==> config.mk <==
export PLATFORM = sky130hd
export DESIGN_NAME = countdown_multi
export DESIGN_NICKNAME = d
export VERILOG_FILES = /design/src/rtl/countdown_multi.sv
export SDC_FILE = /design/constraint.sdc
export NUM_CORES = 1
export LEC_CHECK = 0
export ABC_AREA = 1
export BUFFER_PORTS_ARGS = -buffer_cell sky130_fd_sc_hd__buf_2
export CELL_PAD_IN_SITES_DETAIL_PLACEMENT = 0
export CELL_PAD_IN_SITES_GLOBAL_PLACEMENT = 1
export CORE_UTILIZATION = 38
export DETAILED_ROUTE_END_ITERATION = 7
export PLACE_DENSITY = 0.83
export RECOVER_POWER = 50
export SLEW_MARGIN = 5
export SYNTH_ARGS = -nofsm -noshare
export SYNTH_HDL_FRONTEND = slang
export SYNTH_SLANG_ARGS = --single-unit
==> constraint.sdc <==
create_clock -name clk -period 1.69 [get_ports clk]
set_clock_uncertainty 0.05 [all_clocks]
set_input_delay 0.0845 -clock clk [delete_from_list [all_inputs] [get_ports clk]]
set_output_delay 0.0845 -clock clk [all_outputs]
set_load 0.005 [all_outputs]
==> src/rtl/countdown_multi.sv <==
// Bank of independent WIDTH-bit countdown timers, one-shot or periodic.
// Each channel has its own start/pause/abort controls and sticky event flag.
module countdown_multi #(
    parameter int WIDTH    = 8,
    parameter int CHANNELS = 4
) (
    input  logic                        clk,
    input  logic                        reset,
    input  logic                        clkena,
    input  logic [CHANNELS*WIDTH-1:0]   ctrl_time,
    input  logic [CHANNELS-1:0]         ctrl_run,
    input  logic [CHANNELS-1:0]         ctrl_mode,
    input  logic [CHANNELS-1:0]         ctrl_pause,
    input  logic [CHANNELS-1:0]         ctrl_abort,
    input  logic [CHANNELS-1:0]         ctrl_ack,
    output logic [CHANNELS*WIDTH-1:0]   stat_left,
    output logic [CHANNELS-1:0]         stat_busy,
    output logic [CHANNELS-1:0]         stat_done,
    output logic [CHANNELS-1:0]         stat_flag,
    output logic                        stat_busy_any,
    output logic                        stat_flag_any
);

    localparam logic [WIDTH-1:0] ONE  = WIDTH'(1);
    localparam logic [WIDTH-1:0] ZERO = '0;

    for (genvar g = 0; g < CHANNELS; g++) begin : g_ch
        logic [WIDTH-1:0] r_cnt;
        logic [WIDTH-1:0] r_per;
        logic             r_mode;
        logic             r_busy;
        logic             r_done;
        logic             r_flag;

        logic [WIDTH-1:0] w_time;
        logic [WIDTH-1:0] w_cnt_nxt;
        logic [WIDTH-1:0] w_per_nxt;
        logic             w_mode_nxt;
        logic             w_busy_nxt;
        logic             w_done_nxt;
        logic             w_flag_nxt;

        assign w_time = ctrl_time[g*WIDTH +: WIDTH];

        always_comb begin
            w_cnt_nxt  = r_cnt;
            w_per_nxt  = r_per;
            w_mode_nxt = r_mode;
            w_busy_nxt = r_busy;
            w_done_nxt = 1'b0;
            if (clkena) begin
                if (!r_busy) begin
                    // A zero interval completes at once and never arms.
                    if (ctrl_run[g]) begin
                        if (w_time == ZERO) begin
                            w_cnt_nxt  = ZERO;
                            w_done_nxt = 1'b1;
                        end else begin
                            w_cnt_nxt  = w_time;
                            w_per_nxt  = w_time;
                            w_mode_nxt = ctrl_mode[g];
                            w_busy_nxt = 1'b1;
                        end
                    end
                end else if (ctrl_abort[g]) begin
                    w_cnt_nxt  = ZERO;
                    w_busy_nxt = 1'b0;
                end else if (!ctrl_pause[g]) begin
                    if (r_cnt == ONE) begin
                        w_done_nxt = 1'b1;
                        if (r_mode) begin
                            w_cnt_nxt = r_per;
                        end else begin
                            w_cnt_nxt  = ZERO;
                            w_busy_nxt = 1'b0;
                        end
                    end else begin
                        w_cnt_nxt = r_cnt - ONE;
                    end
                end
            end
            // Completion beats acknowledge in the same cycle.
            if (w_done_nxt) begin
                w_flag_nxt = 1'b1;
            end else if (ctrl_ack[g]) begin
                w_flag_nxt = 1'b0;
            end else begin
                w_flag_nxt = r_flag;
            end
        end

        always_ff @(posedge clk) begin
            if (reset) begin
                r_cnt  <= ZERO;
                r_per  <= ZERO;
                r_mode <= 1'b0;
                r_busy <= 1'b0;
                r_done <= 1'b0;
                r_flag <= 1'b0;
            end else begin
                r_cnt  <= w_cnt_nxt;
                r_per  <= w_per_nxt;
                r_mode <= w_mode_nxt;
                r_busy <= w_busy_nxt;
                r_done <= w_done_nxt;
                r_flag <= w_flag_nxt;
            end
        end

        assign stat_left[g*WIDTH +: WIDTH] = r_cnt;
        assign stat_busy[g]                = r_busy;
        assign stat_done[g]                = r_done;
        assign stat_flag[g]                = r_flag;
    end

    assign stat_busy_any = |stat_busy;
    assign stat_flag_any = |stat_flag;

endmodule

### After elaboration in Yosys (flattened, before gate mapping)

Index checks and enable logic that the tools add are counted.
W data, S select, Z words.

* bits in registers: 80
* input port bits: 55
* word-level logic and storage cells: 158

* add/subtract/negate cells: 4
* eq/ne operators: 8
* muxes and demuxes: 92
* bitwise gates (word level): 8
* reduce and logical (&&, ||, !) cells: 22

Operator list (count)
* $mux W8: 28
* $mux W1: 64
* $eq A8 B1 Y1 const B: 4
* $logic_not A8 Y1: 4
* $sub A8 B1 Y8 const B: 4
* $reduce_and A4 Y1: 4
* $reduce_bool A2 Y1: 8
* $ne A3 B3 Y1 const B: 4
* $reduce_and A3 Y1: 4
* $not A1 Y1: 8
* $reduce_or A4 Y1: 2

### Longest topological paths before layout

Gate-level depths: netlist of the first run.

* depth in word-level cells: 7
* mapped depth: 8

### Worst setup path after synthesis of the first run

OpenSTA, ideal clock, no wires.

* path kind: flip-flop to flip-flop
* start point: register g_ch[0].r_busy
* end point: register g_ch[0].r_cnt[0]
* data arrival time: 1.226 ns
* path slack: 0.299 ns
* stages on the path, launching flop included: 9
* period minus slack after synthesis: 1.391 ns
* path through: dfxtp_1 > inv_2 > or2_0 > buf_6 > o21ai_4 > buf_6 > nand2_1 > nand2_1 > a21oi_2

* word-level cells in the longest chain between the ends: 2

RTL lines
* start: declaration: RTL line 31 `logic r_busy;`
* start signal: assignment: RTL line 104 `r_busy <= w_busy_nxt;`
* $ne A3 B3 Y1 (no source line) or $reduce_bool A2 Y1 (tied branches)
* $reduce_and A3 Y1 (no source line)
* end signal: assignment: RTL line 101 `r_cnt <= w_cnt_nxt;`
* end: declaration: RTL line 28 `logic [WIDTH-1:0] r_cnt;`

Parallel ways exist; a longest one is shown, timed or not.
A chain may end at the register's enable or synchronous reset.

### Final worst setup path of the first run

* start point: input port ctrl_time[22]
* end point: register g_ch[2].r_per[1]

* word-level cells in the longest chain between the ends: 3

RTL lines
* start: declaration: RTL line 10 `input logic [CHANNELS*WIDTH-1:0] ctrl_time,`
* $logic_not A8 Y1: RTL line 55 `if (w_time == ZERO) begin`
* $not A1 Y1 (no source line)
* $reduce_and A4 Y1 (no source line)
* end signal: assignment: RTL line 102 `r_per <= w_per_nxt;`
* end: declaration: RTL line 29 `logic [WIDTH-1:0] r_per;`

Every way passes these cells.

==> impl_metrics.toml, run 1 <==
[critical_path]
arrival_ns = 1.72
r2r_slack_ns = 0.18
cp.required_ns = 1.87
crit_start = "ctrl_time[22]"
crit_family = "simple AND/OR/NAND/NOR gates"
setup.worst_path.end_class = "flip-flop"
r2r_end = "g_ch[2].r_busy$_SDFFE_PP0P_"
path_depth = 7
slowest_stage = "dlygate4sd3_1"
crit_buf_inv = 2
setup.worst_path.class = "in2reg"
setup.worst_path.start_class = "primary input"
endpoint = "g_ch[2].r_per[1]$_SDFFE_PP0P_"
reg2reg_depth = 6
crit_chain = "dlygate4sd3_1, buf_2, or2_1, nor3_4, nor2_2, o21ai_1, nor2_1"
crit_path_max_incr_delay_ns = 0.53
cp_max_fo = 10
r2r_start = "g_ch[2].r_cnt[0]$_SDFFE_PP0P_"

[placed_design]
io_buffers = 100
dp_hpwl_um = 10500
place_congestion = 0.8426
place_inst = 1006
pre_cts_slack_ns = 0.1938
dpl-instance-area_um2 = 5552

[yosys]
synth_flop_cell = "dfxtp_1"
yosys_warnings = 0
yosys-top-cells-area = "dfxtp_1 (33%), nand2_1 (15%), a21oi_1 (6.7%), a21oi_2 (6.3%), nor2_1 (6.3%)"
yosys.area.top_type = "dfxtp_1"
synth_area_um2 = 4850
synth_edf_count = 0
yosysMostFrequentCell = "nand2_1"
ys_ff_latch = 80
synth_top_cell_area_share_pct = 33.02
async_flop_share_pct = 0
synth_area_per_cell_um2 = 6.449
syn_nets = 815
synth_cells = 752
synthDistinctLibCells = 28
ys_seq_area_share_pct = 33.02
synthTopCellsByCount = "nand2_1 (196), nor2_1 (81), dfxtp_1 (80)"

[clock_tree]
cts_resized = 0
clk_latency_ns = 0.34
clockBufferDepth = 2
cts_tree = "yes"
cts_buffers = 9
cts_setup_buffers = 0
cts_sinks = 80
clk_pin_slew_worst_paths_ns = 0.06
cts_root_buf = "clkbuf_16"
ctsHtreeMaxLevel = 3

[final_layout]
drive_gt1_share_pct = 21.16
stdcell_count = 1061
fin_area_um2 = 6269
antenna_cells = 0
area_growth_pct = 29.26
fin_nets = 951
utilization_pct = 51.33

[sta]
period_needed_ns = 1.545
worst_slack_ns = 0.1455
grt_setup_unrepaired = "false"
period_share_pct = 91.39
fin_tns_setup_ns = 0
slew_viol_final = 0
finalHoldViolations = 0
maxSlewHeadroom_pct = 69.49
fmax_ghz = 0.6474
worst_pin_slew_ns = 0.4576
setup_viol = 0

[floorplanning]
die_area_um2 = 13220
fp-row-count = 40
initial_core_util_pct = 39.71
coreArea_um2 = 12210
fp.dieH_um = 115.0
design.portCount = 101
die_w_um = 115.0

[routing]
drt-pass1-iter-count = 4
drcViolationCount = 0
vias_per_cell = 5.027
drt_iter0_drc = 284
drt-wirelength-per-cell_um = 13.51
drt-total-wl_um = 14340
drtAntennaViolNets = 0
vias = 5334

[global_route]
grt_pass1_vias = 5068
antenna_found_initial = 0
grt_max_degree = 61
grt_util_all_layers_pct = 22.73
grt_pass1_wl_um = 23810
grt_overflow = 0

[run]
drv_cap = 0

[power_and_ir_drop]
irDropWorstVdd_mv = 0.6560
p_leak_nw = 2.867
p_per_area_nw_per_um2 = 938.1

[outcome]
status = "finished clean"

[min_path]
min_path_type = "in2reg"
## worst min path at each step
stage / start / endpoint / slack (ns) / depth (start not counted)
after CTS: ctrl_time[0] / g_ch[0].r_per[0]$_SDFFE_PP0P_ / 0.01 / 3
after global routing: ctrl_abort[1] / g_ch[1].r_cnt[0]$_SDFFE_PP0P_ / 0.03 / 4
final: ctrl_time[0] / g_ch[0].r_per[0]$_SDFFE_PP0P_ / 0.02 / 3
after floorplan: ctrl_time[0] / g_ch[0].r_per[0]$_SDFFE_PP0P_ / 0.18 / 2
after global placement: ctrl_mode[3] / g_ch[3].r_mode$_SDFFE_PP0P_ / 0.27 / 3
after detailed placement: ctrl_mode[0] / g_ch[0].r_mode$_SDFFE_PP0P_ / 0.28 / 3
## cell type report
type / count / area (µm²)
flip-flops and latches: 80 / 1602
multi-input cells: 564 / 2759
clock buffers: 10 / 239.0
fillers: 1318 / 5943
well taps: 168 / 210.2
inverters: 70 / 262.8
repair buffers: 163 / 1066
clock inverters: 6 / 130.1
## cells by family (layout without fill, tap and decap cells)
| kind of cell | Yosys count | in the layout | share of synthesized area [%] |
|---|---|---|---|
| buf+inv | 108 | 249 | 10.09 |
| compound gates | 166 | 166 | 20.54 |
| xor+xnor | 1 | 1 | 0.1806 |
| fa+ha+maj | 8 | 8 | 2.064 |
| simple gates | 389 | 389 | 34.11 |
| flops | 80 | 80 | 33.02 |
## what timing repair did
| action | 4_1_cts | 5_1_grt |
|---|---|---|
| hold buffers | 39 | 0 |
| setup endpoints to repair | 0 | 0 |
| endpoints found under the hold margin | 44 | 0 |
## sequential cells by signal (all words and copies together) (netlist names)
| register | cells |
|---|---|
| g_ch.r_cnt | 32 |
| g_ch.r_per | 32 |
| g_ch.r_busy | 4 |
| g_ch.r_done | 4 |
| g_ch.r_flag | 4 |
| g_ch.r_mode | 4 |
## layout by cell type (no fill, tap or decap), types with 34 or more instances in the layout
cell	Yosys	routed
a21oi_1	65	65
buf_2	7	82
o21ai_1	42	34
a21oi_2	35	35
inv_1	50	49
nor2_1	81	81
dlygate4sd3_1	0	39
dfxtp_1	80	80
nand3_1	58	58
nand2_1	196	196
## power by group
part	total [mW]	leakage [nW]	switching (mW)	internal, mW
registers	2.16	0.658	0.137	2.02
logic	1.28	2.03	0.762	0.523
clock network	2.43	0.182	0.806	1.63
total	5.88	2.87	1.70	4.18
## per-layer routing
metal  track usage [%]  up-vias  part of all wire (%)
met2             39.64      124                    49
met5                 0        -                     0
li1                  -     2717                     -
met4             5.368        0                  0.67
met3             5.008        8                   4.4
met1             28.46     2485                    46
## through the flow
step	power (mW)	hold slack, ns
CTS	5.946	0.01067
finish	5.880	0.02135
floorplan	3.010	0.1766
global route	6.208	0.02841
global placement	3.404	0.2670
detailed placement	3.426	0.2771
## tightest hold or removal path, delay by kind of cell
family | cells | cell delay (ns)
AND/OR/NAND/NOR | 2 | 0.16
buffers and inverters | 1 | 0.12
Power figures use the tool's default switching activity.
==> inputs of run 2 (changes only) <==
--- a/constraint.sdc
+++ b/constraint.sdc
@@ -4,2 +4,2 @@
 set_output_delay 0.0845 -clock clk [all_outputs]
-set_load 0.005 [all_outputs]
+set_load 0.01 [all_outputs]
==> impl_metrics.toml, run 2 (synthesis results as in run 1) <==
[outcome]
status = "finished clean"

[final_layout]
layout_common_cells = "nand2_1 (196), nor2_1 (81), dfxtp_1 (80)"
fillers = 1324
area_growth_pct = 28.56
antenna_cells = 0
drive_gt1_share_pct = 18.14
layout_commonest_cell = "nand2_1"
fin_nets = 951
largestRegisters = "g_ch.r_cnt (32), g_ch.r_per (32)"

[floorplanning]
fp-row-count = 40
fp.dieH_um = 115.0
coreArea_um2 = 12210
die_w_um = 115.0
initial_core_util_pct = 39.71
die_area_um2 = 13220
design.portCount = 101

[placed_design]
place_congestion = 0.8426
dp_hpwl_um = 10500
io_buffers = 100

[global_route]
grt_pass1_wl_um = 23810
antenna_found_initial = 0
grt_pass1_vias = 5068
grt_max_degree = 61
grt_overflow = 0
grt_util_all_layers_pct = 22.73

[sta]
setup_viol = 0
worst_pin_slew_ns = 0.4493
slew_viol_final = 0
period_share_pct = 91.04
grt_setup_unrepaired = "false"
finalHoldViolations = 0
maxSlewHeadroom_pct = 70.05
fmax_ghz = 0.6499
period_needed_ns = 1.539
fin_tns_setup_ns = 0

[power_and_ir_drop]
irDropWorstVdd_mv = 0.6555
p_leak_nw = 2.760
p_per_area_nw_per_um2 = 947.8
p_total_mw = 5.909

[routing]
vias_per_cell = 5.004
drt-total-wl_um = 14380
drt-pass1-iter-count = 4
vias = 5309
drt_iter0_drc = 286
drtAntennaViolNets = 0
drcViolationCount = 0
drt-wirelength-per-cell_um = 13.55

[critical_path]
setup.worst_path.end_class = "flip-flop"
cp_max_fo = 10
arrival_ns = 1.72
reg2reg_depth = 6
crit_start = "ctrl_time[22]"
crit_family = "simple AND/OR/NAND/NOR gates"
crit_chain = "dlygate4sd3_1, buf_2, or2_1, nor3_4, nor2_2, o21ai_1, nor2_1"
slowest_stage = "dlygate4sd3_1"
setup.worst_path.start_class = "primary input"
r2r_slack_ns = 0.20
r2r_end = "g_ch[2].r_busy$_SDFFE_PP0P_"
crit_buf_inv = 2
setup.worst_path.class = "in2reg"
r2r_start = "g_ch[2].r_cnt[0]$_SDFFE_PP0P_"
cp.required_ns = 1.87
crit_path_max_incr_delay_ns = 0.53

[clock_tree]
cts_tree = "yes"
cts_setup_buffers = 0
cts_sinks = 80
clk_pin_slew_worst_paths_ns = 0.06
clockBufferDepth = 2
cts_root_buf = "clkbuf_16"
cts_buffers = 9
ctsHtreeMaxLevel = 3
cts_resized = 0
clk_latency_ns = 0.35

[min_path]
hold_depth = 3
min_path_type = "in2reg"
worstHoldStart = "ctrl_time[0]"
min_to = "g_ch[0].r_per[0]$_SDFFE_PP0P_"

[run]
drv_cap = 0
[run 2: cell count changes in the layout (fill, tap and decap cells not counted)]
cell / change
buf_2: -27
clkbuf_1: +27
[run 2: where the power goes]
| part | switching, mW | leakage, nW | internal, mW |
|---|---|---|---|
| Sequential | 0.139 | 0.658 | 2.02 |
| Combinational | 0.792 | 1.92 | 0.512 |
| Clock | 0.813 | 0.182 | 1.63 |
[run 2: worst max path at each step]
stage	endpoint	slack, ns	cells past startpoint
final	g_ch[2].r_per[1]$_SDFFE_PP0P_	0.15	7
after global routing	g_ch[1].r_cnt[1]$_SDFFE_PP0P_	0.03	8
after CTS	g_ch[2].r_per[1]$_SDFFE_PP0P_	0.16	7
after detailed placement	g_ch[0].r_done$_SDFF_PP0_	0.19	7
after global placement	g_ch[0].r_flag$_SDFFE_PP0P_	0.24	7
after floorplan	g_ch[2].r_busy$_SDFFE_PP0P_	0.28	6
[run 2: final cells by class]
cell class	count	area, µm²	area share [%]
multi-input cells	564	2759	44.25
flip-flops and latches	80	1602	25.69
repair buffers	163	1032	16.56
inverters	70	262.8	4.214
clock buffers	10	239.0	3.833
well taps	168	210.2	3.371
clock inverters	6	130.1	2.087
[run 2: worst min-delay path, cell delays in order]
cell    delay (ns)
buf_2         0.12
nor3_1        0.06
nor2_1        0.10
[run 2: stage by stage]
step	cells	hold slack [ns]	utilization, %	setup slack [ns]	area, µm²
detailed placement	1006	0.2771	45.46	0.1938	5552
CTS	1061	0.01067	51.68	0.1616	6311
floorplan	752	0.1766	-	0.2785	4850
global route	1061	0.02842	51.06	0.03144	6235
finish	1061	0.01981	51.06	0.1514	6235
global placement	1006	0.2670	45.46	0.2377	5552
[run 2: layer usage]
layer / wire length [µm] / vias to the layer above / GRT usage (%)
met5: 0 / - / 0
met4: 119 / 0 / 5.368
met3: 704 / 9 / 5.008
met2: 7036 / 128 / 39.64
met1: 6519 / 2458 / 28.46
li1: - / 2714 / -
[run 2: what timing repair did]
item                       in CTS  in global routing
hold buffers                   39                  0
setup endpoints to repair       0                  0
hold endpoints to repair       44                  0
==> inputs of run 3 (changes only) <==
Settings changed: PLACE_DENSITY 0.83 to 0.85.
==> impl_metrics.toml, run 3 (synthesis results as in run 1) <==
[routing]
drcViolationCount = 0
drt-pass1-iter-count = 4
drt-wirelength-per-cell_um = 13.42
drtAntennaViolNets = 0
drt-total-wl_um = 14190
vias_per_cell = 4.976
drt_iter0_drc = 325
vias = 5260

[floorplanning]
die_area_um2 = 13220
die_w_um = 115.0
initial_core_util_pct = 39.71
fp.dieH_um = 115.0
coreArea_um2 = 12210
design.portCount = 101
fp-row-count = 40

[final_layout]
utilization_pct = 50.13
area_growth_pct = 26.24
fillers = 1286
layout_common_cells = "nand2_1 (196), nor2_1 (81), dfxtp_1 (80)"
largestRegisters = "g_ch.r_cnt (32), g_ch.r_per (32)"
fin_nets = 948
drive_gt1_share_pct = 18.11
antenna_cells = 0
fin_area_um2 = 6122
multiInputGateArea_um2 = 2758
layout_commonest_cell = "nand2_1"
seqCellArea_um2 = 1602

[critical_path]
r2r_start = "g_ch[3].r_cnt[1]$_SDFFE_PP0P_"
crit_family = "simple AND/OR/NAND/NOR gates"
crit_buf_inv = 1
setup.worst_path.class = "reg2out"
setup.worst_path.start_class = "flip-flop"
cp.required_ns = 1.56
path_depth = 2
crit_start = "g_ch[2].r_flag$_SDFFE_PP0P_"
crit_chain = "or4_1, buf_2"
crit_path_max_incr_delay_ns = 0.56
reg2reg_depth = 8
cp_max_fo = 3
slowest_stage = "or4_1"
arrival_ns = 1.43
setup.worst_path.end_class = "output pin"

[sta]
setup_viol = 0
worst_pin_slew_ns = 0.4471
worst_slack_ns = 0.1295
slew_viol_final = 0
period_share_pct = 92.34
period_needed_ns = 1.561
maxSlewHeadroom_pct = 70.16
fmax_ghz = 0.6408
finalHoldViolations = 0

[power_and_ir_drop]
irDropWorstVdd_mv = 0.5873
p_total_mw = 5.312
p_comb_share_pct = 24.7
p_switching_mw = 1.719
power.clock.fraction_pct = 34.7
p_int_mw = 3.593
seqPwrFrac_pct = 40.7
p_sw_share_pct = 32.36
p_per_area_nw_per_um2 = 867.7
p_leak_nw = 2.712

[min_path]
hold_depth = 3
min_path_type = "in2reg"
worstHoldStart = "ctrl_time[28]"

[outcome]
status = "finished clean"

[placed_design]
place_congestion = 0.8634
dp_hpwl_um = 10390
pre_cts_slack_ns = 0.1030
io_buffers = 100
dpl-instance-area_um2 = 5517

[global_route]
grt_pass1_vias = 5088
antenna_found_initial = 0
grt_overflow = 0
grt_pass1_wl_um = 23790
grt_util_all_layers_pct = 22.68
grt_max_degree = 34

[clock_tree]
cts_sinks = 80
ctsHtreeMaxLevel = 3
clk_pin_slew_worst_paths_ns = 0.06
cts_buffers = 9
cts_tree = "yes"
clk_latency_ns = 0.35
clockBufferDepth = 2
cts_root_buf = "clkbuf_16"

[run]
drv_cap = 0
## run 3: cell types whose count changed in the layout (fill, tap and decap cells not counted), sizes merged
cell / change
clkbuf: -1
bufinv: -4
clkinv: +1
inv: +1
dlygate4sd3: -1
## run 3: what timing repair did
action                     in CTS  in global routing
hold endpoints to repair       41                  0
setup buffers                   0                  1
hold buffers                   38                  0
setup endpoints to repair       0                 12
gates resized for setup         0                  2
## run 3: cell type report
class | count | share of cell area (%)
multi-input combinational | 564 | 45.04
sequential | 80 | 26.16
timing repair buffer | 160 | 16.62
inverter | 70 | 4.292
clock buffer | 11 | 4.128
tap | 168 | 3.433
clock inverter | 4 | 0.3270
## run 3: per-layer routing
| metal | share of wire, % | vias up | wire length, µm | global-route usage, % |
|---|---|---|---|---|
| met5 | 0 | - | 0 | 0 |
| met4 | 1.8 | 0 | 259 | 8.312 |
| met3 | 4.4 | 21 | 620 | 4.797 |
| met2 | 48 | 125 | 6758 | 38.55 |
| met1 | 46 | 2403 | 6547 | 28.20 |
| li1 | - | 2711 | - | - |
## run 3: tightest hold or removal path, delay by kind of cell
kind | cells | cell delay (ns)
buffers and inverters | 1 | 0.12
AND/OR/NAND/NOR | 2 | 0.17
## run 3: path summary, 6_finish.rpt
| check | end | slack [ns] |
|---|---|---|
| setup / recovery | stat_flag_any | 0.13 |
| hold / removal | g_ch[3].r_per[4]$_SDFFE_PP0P_ | 0.01 |
| setup reg to reg | g_ch[3].r_flag$_SDFFE_PP0P_ | 0.14 |
| hold reg to reg | g_ch[3].r_per[2]$_SDFFE_PP0P_ | 0.43 |
## run 3: per-stage QoR
stage | hold WS (ns) | instances | TNS (ns)
6_report | 0.01246 | 1057 | 0
5_1_grt | 0.02619 | 1057 | -0.002599
4_1_cts | 0.002348 | 1056 | 0
3_5_place_dp | 0.2690 | 1003 | 0
3_3_place_gp | 0.2673 | 1003 | 0
2_1_floorplan | 0.1766 | 752 | 0
## run 3: power by group through the flow
stage	logic, mW	registers, mW	clock network (mW)
finish	1.31	2.16	1.84
global route	1.49	2.18	1.97
CTS	1.32	2.16	1.88
detailed placement	1.25	2.20	0
global placement	1.23	2.19	0
floorplan	0.848	2.19	0
